### src/rtl/tx_logic_pkg.sv
// ---------------------------------------------------------------------------
// tx_logic_pkg
// Definitions shared by the router transmit side (tx_logic) and the receive
// side (rx_logic_2): item width, number of output ports, position of the
// destination-port field inside an item and the legal port encodings.
// No ports; imported with `import tx_logic_pkg::*;`.
// ---------------------------------------------------------------------------
package tx_logic_pkg;

    localparam int DATA_SIZE = 8;  // default item width in bits
    localparam int NUM_PORTS = 5;  // output ports per router
    localparam int PORT_LSB  = 0;  // destination field is item[PORT_LSB +: PORT_W]
    localparam int PORT_W    = 3;

    typedef enum logic [PORT_W-1:0] {
        PORT_0 = 3'd0,
        PORT_1 = 3'd1,
        PORT_2 = 3'd2,
        PORT_3 = 3'd3,
        PORT_4 = 3'd4
    } port_e;

    localparam logic [PORT_W-1:0] PORT_LAST = PORT_4;

    // Field values above the last encoded port (5..7) address nothing.
    function automatic logic port_is_valid(input logic [PORT_W-1:0] field);
        return field <= PORT_LAST;
    endfunction

endpackage

### src/rtl/tx_logic_port.sv
// ---------------------------------------------------------------------------
// tx_port
// State of one two-phase output port: the request toggle register and the
// data register presented to the receiver.
//   clk, reset : clock, asynchronous active-high reset
//   send       : load item and toggle req at the next edge (only when free)
//   item       : item to present on this port
//   ack        : receiver's two-phase acknowledge (synchronous to clk)
//   req        : two-phase request; a toggle announces a new item
//   data       : item held for the receiver
//   busy       : req != ack, i.e. an item is outstanding
// ---------------------------------------------------------------------------
module tx_port
    import tx_logic_pkg::*;
#(
    parameter int SIZE = DATA_SIZE
) (
    input  logic            clk,
    input  logic            reset,
    input  logic            send,
    input  logic [SIZE-1:0] item,
    input  logic            ack,
    output logic            req,
    output logic [SIZE-1:0] data,
    output logic            busy
);

    // An ack toggle while not busy simply makes req != ack; the port then
    // reads as busy until the next ack, exactly as the phase rule says.
    assign busy = req ^ ack;

    // data only moves together with a req toggle, so it is stable for the
    // whole time the port is busy.
    always_ff @(posedge clk or posedge reset) begin
        if (reset) begin
            req  <= 1'b0;
            data <= '0;
        end else if (send) begin
            req  <= ~req;
            data <= item;
        end
    end

endmodule

### src/rtl/tx_logic.sv
// ---------------------------------------------------------------------------
// tx_logic
// Pops items from a first-word-fall-through FIFO and hands each one to the
// output port named by its destination field, using a two-phase req/ack
// handshake per port. Items with an unencoded port field are discarded and
// counted.
//   clk, reset    : clock, asynchronous active-high reset
//   fifo_empty    : upstream FIFO holds no item
//   fifo_item_out : FIFO head item, valid while fifo_empty is low
//   fifo_read     : one-cycle pop strobe
//   tx_req        : per-port two-phase request
//   tx_ack        : per-port two-phase acknowledge
//   tx_data       : per-port data, port p in [SIZE*p +: SIZE]
//   drop          : one-cycle pulse when an item is discarded
//   drop_count    : saturating count of discarded items
//
// Handshake: port p is busy while tx_req[p] != tx_ack[p]. A send toggles
// tx_req[p] and loads slot p in the same edge; the receiver toggles
// tx_ack[p] once it has taken the data, which frees the port.
// ---------------------------------------------------------------------------
module tx_logic
    import tx_logic_pkg::*;
#(
    parameter int id   = -1,
    parameter int SIZE = DATA_SIZE
) (
    input  logic                      clk,
    input  logic                      reset,
    input  logic                      fifo_empty,
    input  logic [SIZE-1:0]           fifo_item_out,
    output logic                      fifo_read,
    output logic [NUM_PORTS-1:0]      tx_req,
    input  logic [NUM_PORTS-1:0]      tx_ack,
    output logic [NUM_PORTS*SIZE-1:0] tx_data,
    output logic                      drop,
    output logic [7:0]                drop_count
);

    // id only labels the parent router; no hardware depends on it.
    if (id < -1) begin : g_id_unused
    end

    logic [PORT_W-1:0]    port_field;
    logic                 port_ok;
    logic                 decide;
    logic                 drop_now;
    logic [NUM_PORTS-1:0] busy;
    logic [NUM_PORTS-1:0] send_en;

    assign port_field = fifo_item_out[PORT_LSB +: PORT_W];
    assign port_ok    = port_is_valid(port_field);

    // While fifo_read is high the FIFO head still shows the item being
    // popped, so no decision is taken in that cycle (one bubble per pop).
    assign decide   = !fifo_empty && !fifo_read;
    assign drop_now = decide && !port_ok;

    for (genvar p = 0; p < NUM_PORTS; p++) begin : g_port
        // A busy head port leaves send_en low, which stalls the whole FIFO.
        assign send_en[p] = decide && (port_field == PORT_W'(p)) && !busy[p];

        tx_port #(
            .SIZE (SIZE)
        ) u_port (
            .clk   (clk),
            .reset (reset),
            .send  (send_en[p]),
            .item  (fifo_item_out),
            .ack   (tx_ack[p]),
            .req   (tx_req[p]),
            .data  (tx_data[SIZE*p +: SIZE]),
            .busy  (busy[p])
        );
    end

    always_ff @(posedge clk or posedge reset) begin
        if (reset) begin
            fifo_read  <= 1'b0;
            drop       <= 1'b0;
            drop_count <= 8'd0;
        end else begin
            fifo_read <= (|send_en) || drop_now;
            drop      <= drop_now;
            if (drop_now && (drop_count != 8'hFF)) begin
                drop_count <= drop_count + 8'd1;
            end
        end
    end

endmodule

### config.mk
export PLATFORM = sky130hd
export DESIGN_NAME = tx_logic
export DESIGN_NICKNAME = d
export VERILOG_FILES = /design/src/rtl/tx_logic_pkg.sv /design/src/rtl/tx_logic_port.sv /design/src/rtl/tx_logic.sv
export SDC_FILE = /design/constraint.sdc
export NUM_CORES = 1
export LEC_CHECK = 0
export CORE_MARGIN = 5
export CORE_UTILIZATION = 51
export DETAILED_ROUTE_END_ITERATION = 6
export MAX_ROUTING_LAYER = met4
export PLACE_DENSITY = 0.89
export RECOVER_POWER = 50
export SYNTH_ARGS = -nofsm -noshare
export SYNTH_HDL_FRONTEND = slang
export SYNTH_HIERARCHICAL = 1
export SYNTH_SLANG_ARGS = --single-unit
### constraint.sdc
create_clock -name clk -period 3.7 [get_ports clk]
set_input_delay 0.74 -clock clk [delete_from_list [all_inputs] [get_ports clk]]
set_output_delay 0.74 -clock clk [all_outputs]
set_load 0.05 [all_outputs]
==> impl_metrics.json, run 1 <==
{
  "reg2reg_depth": 4,
  "ff2ff_setup_slack_ns": 1.87,
  "vias_per_cell": 5.15,
  "critPathLaunchType": "input pin",
  "grt_pass1_vias": 1718,
  "fin_skew_ns": 0.00376,
  "ir_drop_mv": 0.674,
  "final-setup-viol-count": 0,
  "num-nets-final": 255,
  "ys_top_cells_by_area": "dfrtp_1, mux2_4, xor2_1",
  "clk_pin_slew_worst_paths_ns": 0.09,
  "place_area_sq_um": 3250,
  "power_density_nw_per_um2": 1020,
  "syn_nets": 180,
  "cts.path.max_buffers": 2,
  "post-synth-top-count-cell": "dfrtp_1",
  "wl_mm": 5.60,
  "rows": 25,
  "grt_first_pass_wirelength_mm": 9.40,
  "insertion_delay_ns": 0.30,
  "synthCells": 163,
  "synth_top_area_share": 0.553,
  "cts_root_buf": "clkbuf_8",
  "syn-cell-area_sq_um": 2490,
  "htree_levels": 2,
  "fin_crit_sh": 0.793,
  "hold_class": "register to register",
  "dr.pass1.iters": 4,
  "cts_tree": "yes",
  "synth_cell_types": 35,
  "synth.yosys.seq_area_share": 0.553,
  "io_buffers": 70,
  "tns_ns": 0,
  "leakagePower_nw": 1.52,
  "die_h_microns": 79.9,
  "max_freq_ghz": 0.341,
  "layout-drive-gt1-share": 0.243,
  "tightest_slew_ns": 0.741,
  "synth_top_area_cell": "dfrtp_1",
  "dp_hpwl_mm": 4.03,
  "async_reset_ff_frac": 1.00,
  "gp_congestion": 0.851,
  "p_total_mw": 3.38,
  "ys_top_cells_by_count": "dfrtp_1, mux2_4, xor2_1",
  "num_vias": 1575,
  "holdPathStages": 1,
  "cts_made_buffers": 5,
  "initial_core_util": 0.527,
  "finalCriticalPeriod_ns": 2.93,
  "synth-edff-count": 0,
  "crit_arrival_ns": 3.12,
  "ys_ff_latch": 55,
  "maxSlewViolCount": 0,
  "required_ns": 3.88,
  "overflow": 0,
  "hold_buffers": 0,
  "ant_nets": 0,
  "regArea_sq_um": 1380,
  "whs_ns": 0.510,
  "max-cap-violations": 0,
  "grt_util_all_layers": 0.202,
  "post_cts_resized": 0,
  "slew_headroom": 0.506,
  "cp-end-kind": "register",
  "yosys_warnings": 6,
  "hold_viol": 0,
  "core_sq_um": 4720,
  "n_antenna_cell": 0,
  "critPathMaxFanout": 12,
  "die-area_sq_um": 6380,
  "worstSetupPathType": "input pin to register",
  "fp.dieW_microns": 79.9,
  "postCtsSetupRepairBufs": 0,
  "drt_iter0_drc": 70,
  "pin_count": 71,
  "fillers": 314,
  "grt_start_max_net_pins": 16,
  "post_synth.cell_area_avg_sq_um": 15.3,
  "rsz0062_at_grt": "false",
  "multiInputGateArea_sq_um": 1030,
  "drc": 0,
  "status": "finished clean",
  "clock_sinks": 55,
  "area_growth_pct": 33.6,
  "synth-main-ff-cell": "dfrtp_1",
  "fin_area_sq_um": 3330,
  "wire_per_inst_microns": 18.3,
  "antenna_found_initial": 0
}
==> metal layers <==
| layer | wire [microns] | vias to the layer above | GRT usage |
|---|---|---|---|
| li1 | - | 717 | - |
| met3 | 378 | 4 | 0.0553 |
| met2 | 2700 | 60 | 0.314 |
| met1 | 2490 | 794 | 0.271 |
| met5 | 0 | - | - |
| met4 | 38 | 0 | 0.0355 |
==> area by class of cell <==
type                       instances  area share
tap                               67      0.0252
multi-input combinational         95       0.309
sequential                        55       0.414
clock inverter                     1     0.00150
clock buffer                       7      0.0229
inverter                           6     0.00677
timing repair buffer              75       0.221
==> through the flow <==
step / cells / worst slack [ns] / utilization
global placement: 298 / 0.846 / 0.688
detailed placement: 298 / 0.821 / 0.688
global route: 306 / 0.611 / 0.704
floorplan: 163 / 1.62 / -
CTS: 306 / 1.13 / 0.706
finish: 306 / 0.766 / 0.704
==> placed cells by master (no fill, tap or decap), drive strengths merged, types with 4 or more instances in the layout <==
master	instances
mux2	42
clkdlybuf4s50	44
nor2	4
dlygate4sd3	26
inv	6
buf	4
nand2	4
nor3	4
dfrtp	55
xor2	12
clkbuf	8
==> cell families (layout without fill, tap and decap cells) <==
kind of cell	after synthesis	in the layout	synth area share
buf+inv	13	89	0.0377
xor+xnor	14	14	0.0492
simple gates	27	27	0.0719
fa+ha+maj	1	1	0.00502
mux	43	43	0.256
flops	55	55	0.553
compound gates	10	10	0.0276
==> registers in the layout (all words and copies together) (netlist names) <==
signal and count:
g_port.u_port/req 5, fifo_read 1, drop 1, drop_count 8, g_port.u_port/data 40
==> worst max-delay path, cell delays in order <==
cell	delay [ns]
clkdlybuf4s50_1	0.40
clkbuf_1	0.33
nor2_1	0.62
and3b_1	0.66
mux2_4	0.35
==> report_power, final <==
group	internal, mW	leakage [nW]	switching, mW	total (mW)
Combinational	0.743	0.790	1.25	1.99
Sequential	0.868	0.684	0.211	1.08
Clock	0.133	0.0422	0.175	0.308
==> path summary, 6_finish.rpt <==
path,start,to
setup reg to reg,fifo_read$_DFF_PP0_,g_port[4].u_port/data[7]$_DFFE_PP0P_
hold reg to reg,g_port[4].u_port/req$_DFFE_PP0P_,g_port[4].u_port/req$_DFFE_PP0P_
min in group asynchronous,reset,g_port[4].u_port/data[4]$_DFFE_PP0P_
hold / removal,g_port[4].u_port/req$_DFFE_PP0P_,g_port[4].u_port/req$_DFFE_PP0P_
setup / recovery,fifo_item_out[1],g_port[0].u_port/data[4]$_DFFE_PP0P_
max in group asynchronous,reset,drop_count[1]$_DFFE_PP0P_
(Power assumes the default switching activity.)
==> inputs of run 2 (changes only) <==
Settings changed: CORE_UTILIZATION 51 to 47, PLACE_DENSITY 0.89 to 0.83.
Clock period 3.7 ns to 2.95 ns, I/O delays scaled along.
==> run 2 against run 1 <==
Register-to-register slack worse by 0.97 ns; hold slack better by 0.0041 ns; critical path type unchanged; highest routed layer unchanged; sequential share of layout area decreased by 0.37 points; critical endpoint is now g_port[2].u_port/data[5]$_DFFE_PP0P_; combinational power grew 26%.
==> impl_metrics.json, run 2 (synthesis gave the netlist of run 1 again) <==
{
  "ff2ff_setup_slack_ns": 0.90,
  "fp.dieW_microns": 82.8,
  "holdPathStages": 1,
  "antenna_found_initial": 0,
  "io_buffers": 70,
  "cts_tree": "yes",
  "grt_util_all_layers": 0.178,
  "largest_register_ffs": 40,
  "initial_core_util": 0.484,
  "leakagePower_nw": 1.53,
  "htree_levels": 2,
  "die_h_microns": 82.8,
  "max_freq_ghz": 0.394,
  "num_vias": 1584,
  "drc": 0,
  "dp_hpwl_mm": 4.11,
  "max-cap-violations": 0,
  "dr.pass1.iters": 4,
  "grt_pass1_vias": 1717,
  "setup_slack_ns": 0.415,
  "layout_commonest_cell": "dfrtp_1",
  "grt_use_met3": 0.0410,
  "power_density_nw_per_um2": 1310,
  "rows": 26,
  "maxSlewViolCount": 0,
  "layout-drive-gt1-share": 0.246,
  "rsz0062_at_grt": "false",
  "fin_crit_sh": 0.859,
  "fin_area_sq_um": 3360,
  "drt_iter0_drc": 63,
  "cp-end-kind": "register",
  "wire_per_inst_microns": 17.7,
  "wl_mm": 5.50,
  "layout_common_cells": "dfrtp_1, clkdlybuf4s50_1, mux2_4",
  "fin_skew_ns": 0.00917,
  "ir_drop_mv": 0.957,
  "required_ns": 3.14,
  "ant_nets": 0,
  "tightest_slew_ns": 0.703,
  "sequentialPowerShare": 0.309,
  "insertion_delay_ns": 0.31,
  "area_growth_pct": 34.8,
  "cts_made_buffers": 5,
  "use_met2": 0.284,
  "num-nets-final": 256,
  "p_sw_frac": 0.471,
  "clk_pin_slew_worst_paths_ns": 0.09,
  "grt_first_pass_wirelength_mm": 8.81,
  "cts.path.max_buffers": 2,
  "finalCriticalPeriod_ns": 2.54,
  "pin_count": 71,
  "overflow": 0,
  "gp_congestion": 0.848,
  "fillers": 405,
  "critPathMaxFanout": 9,
  "final-setup-viol-count": 0,
  "die-area_sq_um": 6850,
  "finish.utilization": 0.653,
  "hold_class": "register to register",
  "post_cts_resized": 0,
  "met1_usage": 0.231,
  "postCtsSetupRepairBufs": 0,
  "p_total_mw": 4.39,
  "core_sq_um": 5140,
  "grt_start_max_net_pins": 18,
  "slew_headroom": 0.531,
  "switching_power_mw": 2.07,
  "final_cells": 310,
  "vias_per_cell": 5.11,
  "place_area_sq_um": 3270,
  "clockPowerShare": 0.120,
  "pre_cts_ws_ns": 0.399,
  "critPathLaunchType": "input pin",
  "dp.cells": 302,
  "busiest_layer": "met2",
  "hold_viol": 0,
  "top_regs": "g_port.u_port/data: 40 flops, drop_count: 8 flops, g_port.u_port/req: 5 flops",
  "cts_root_buf": "clkbuf_8",
  "largest-register": "g_port.u_port/data",
  "p_int_mw": 2.32,
  "whs_ns": 0.514,
  "status": "finished clean",
  "hold_buffers": 0,
  "worstSetupPathType": "input pin to register",
  "clock_sinks": 55,
  "pwr-share-comb": 0.572,
  "tns_ns": 0,
  "reg2reg_depth": 5,
  "n_antenna_cell": 0,
  "crit_arrival_ns": 2.73
}
==> run 2: cell count changes in the layout (fill, tap and decap cells not counted), sizes merged <==
cell	delta
buf	+1
clkinv	-1
clkdlybuf4s50	+8
inv	+1
clkbuf	-1
bufinv	+1
dlygate4sd3	-8
==> run 2: area by class of cell <==
cell class	count	area, sq um	share of cell area
clock inverter	2	38.8	0.0116
inverter	6	22.5	0.00671
timing repair buffer	76	742	0.221
sequential	55	1380	0.410
clock buffer	6	82.6	0.0246
tap	70	87.6	0.0261
multi-input combinational	95	1010	0.300
==> run 2: routing by layer <==
layer  wire [microns]  share of wire
met2             2710           0.49
met1             2470           0.45
met3              247          0.045
met5                0              0
met4               74          0.013
==> run 2: critical path: stages <==
cell and delay, ns:
dlygate4sd3_1 0.60, nor3_1 0.34, nand2_1 0.15, nor3_2 0.13, clkbuf_1 0.56, mux2_4 0.35
==> run 2: path summary, 6_finish.rpt <==
kind / startpoint / endpoint
worst max-delay path: fifo_item_out[2] / g_port[2].u_port/data[5]$_DFFE_PP0P_
worst min-delay path: g_port[4].u_port/data[0]$_DFFE_PP0P_ / g_port[4].u_port/data[0]$_DFFE_PP0P_
min in group asynchronous: reset / g_port[2].u_port/data[6]$_DFFE_PP0P_
worst min register to register: g_port[4].u_port/data[0]$_DFFE_PP0P_ / g_port[4].u_port/data[0]$_DFFE_PP0P_
max in group asynchronous: reset / drop_count[4]$_DFFE_PP0P_
worst max register to register: fifo_read$_DFF_PP0_ / g_port[2].u_port/data[5]$_DFFE_PP0P_
==> run 2: power groups by stage <==
| stage | clock network (mW) | registers, mW | logic, mW |
|---|---|---|---|
| finish | 0.526 | 1.36 | 2.51 |
| global route | 0.566 | 1.41 | 2.61 |
| CTS | 0.536 | 1.36 | 2.57 |
| detailed placement | 0 | 1.36 | 2.57 |
| floorplan | 0 | 2.50 | 0.551 |
| global placement | 0 | 1.36 | 2.53 |
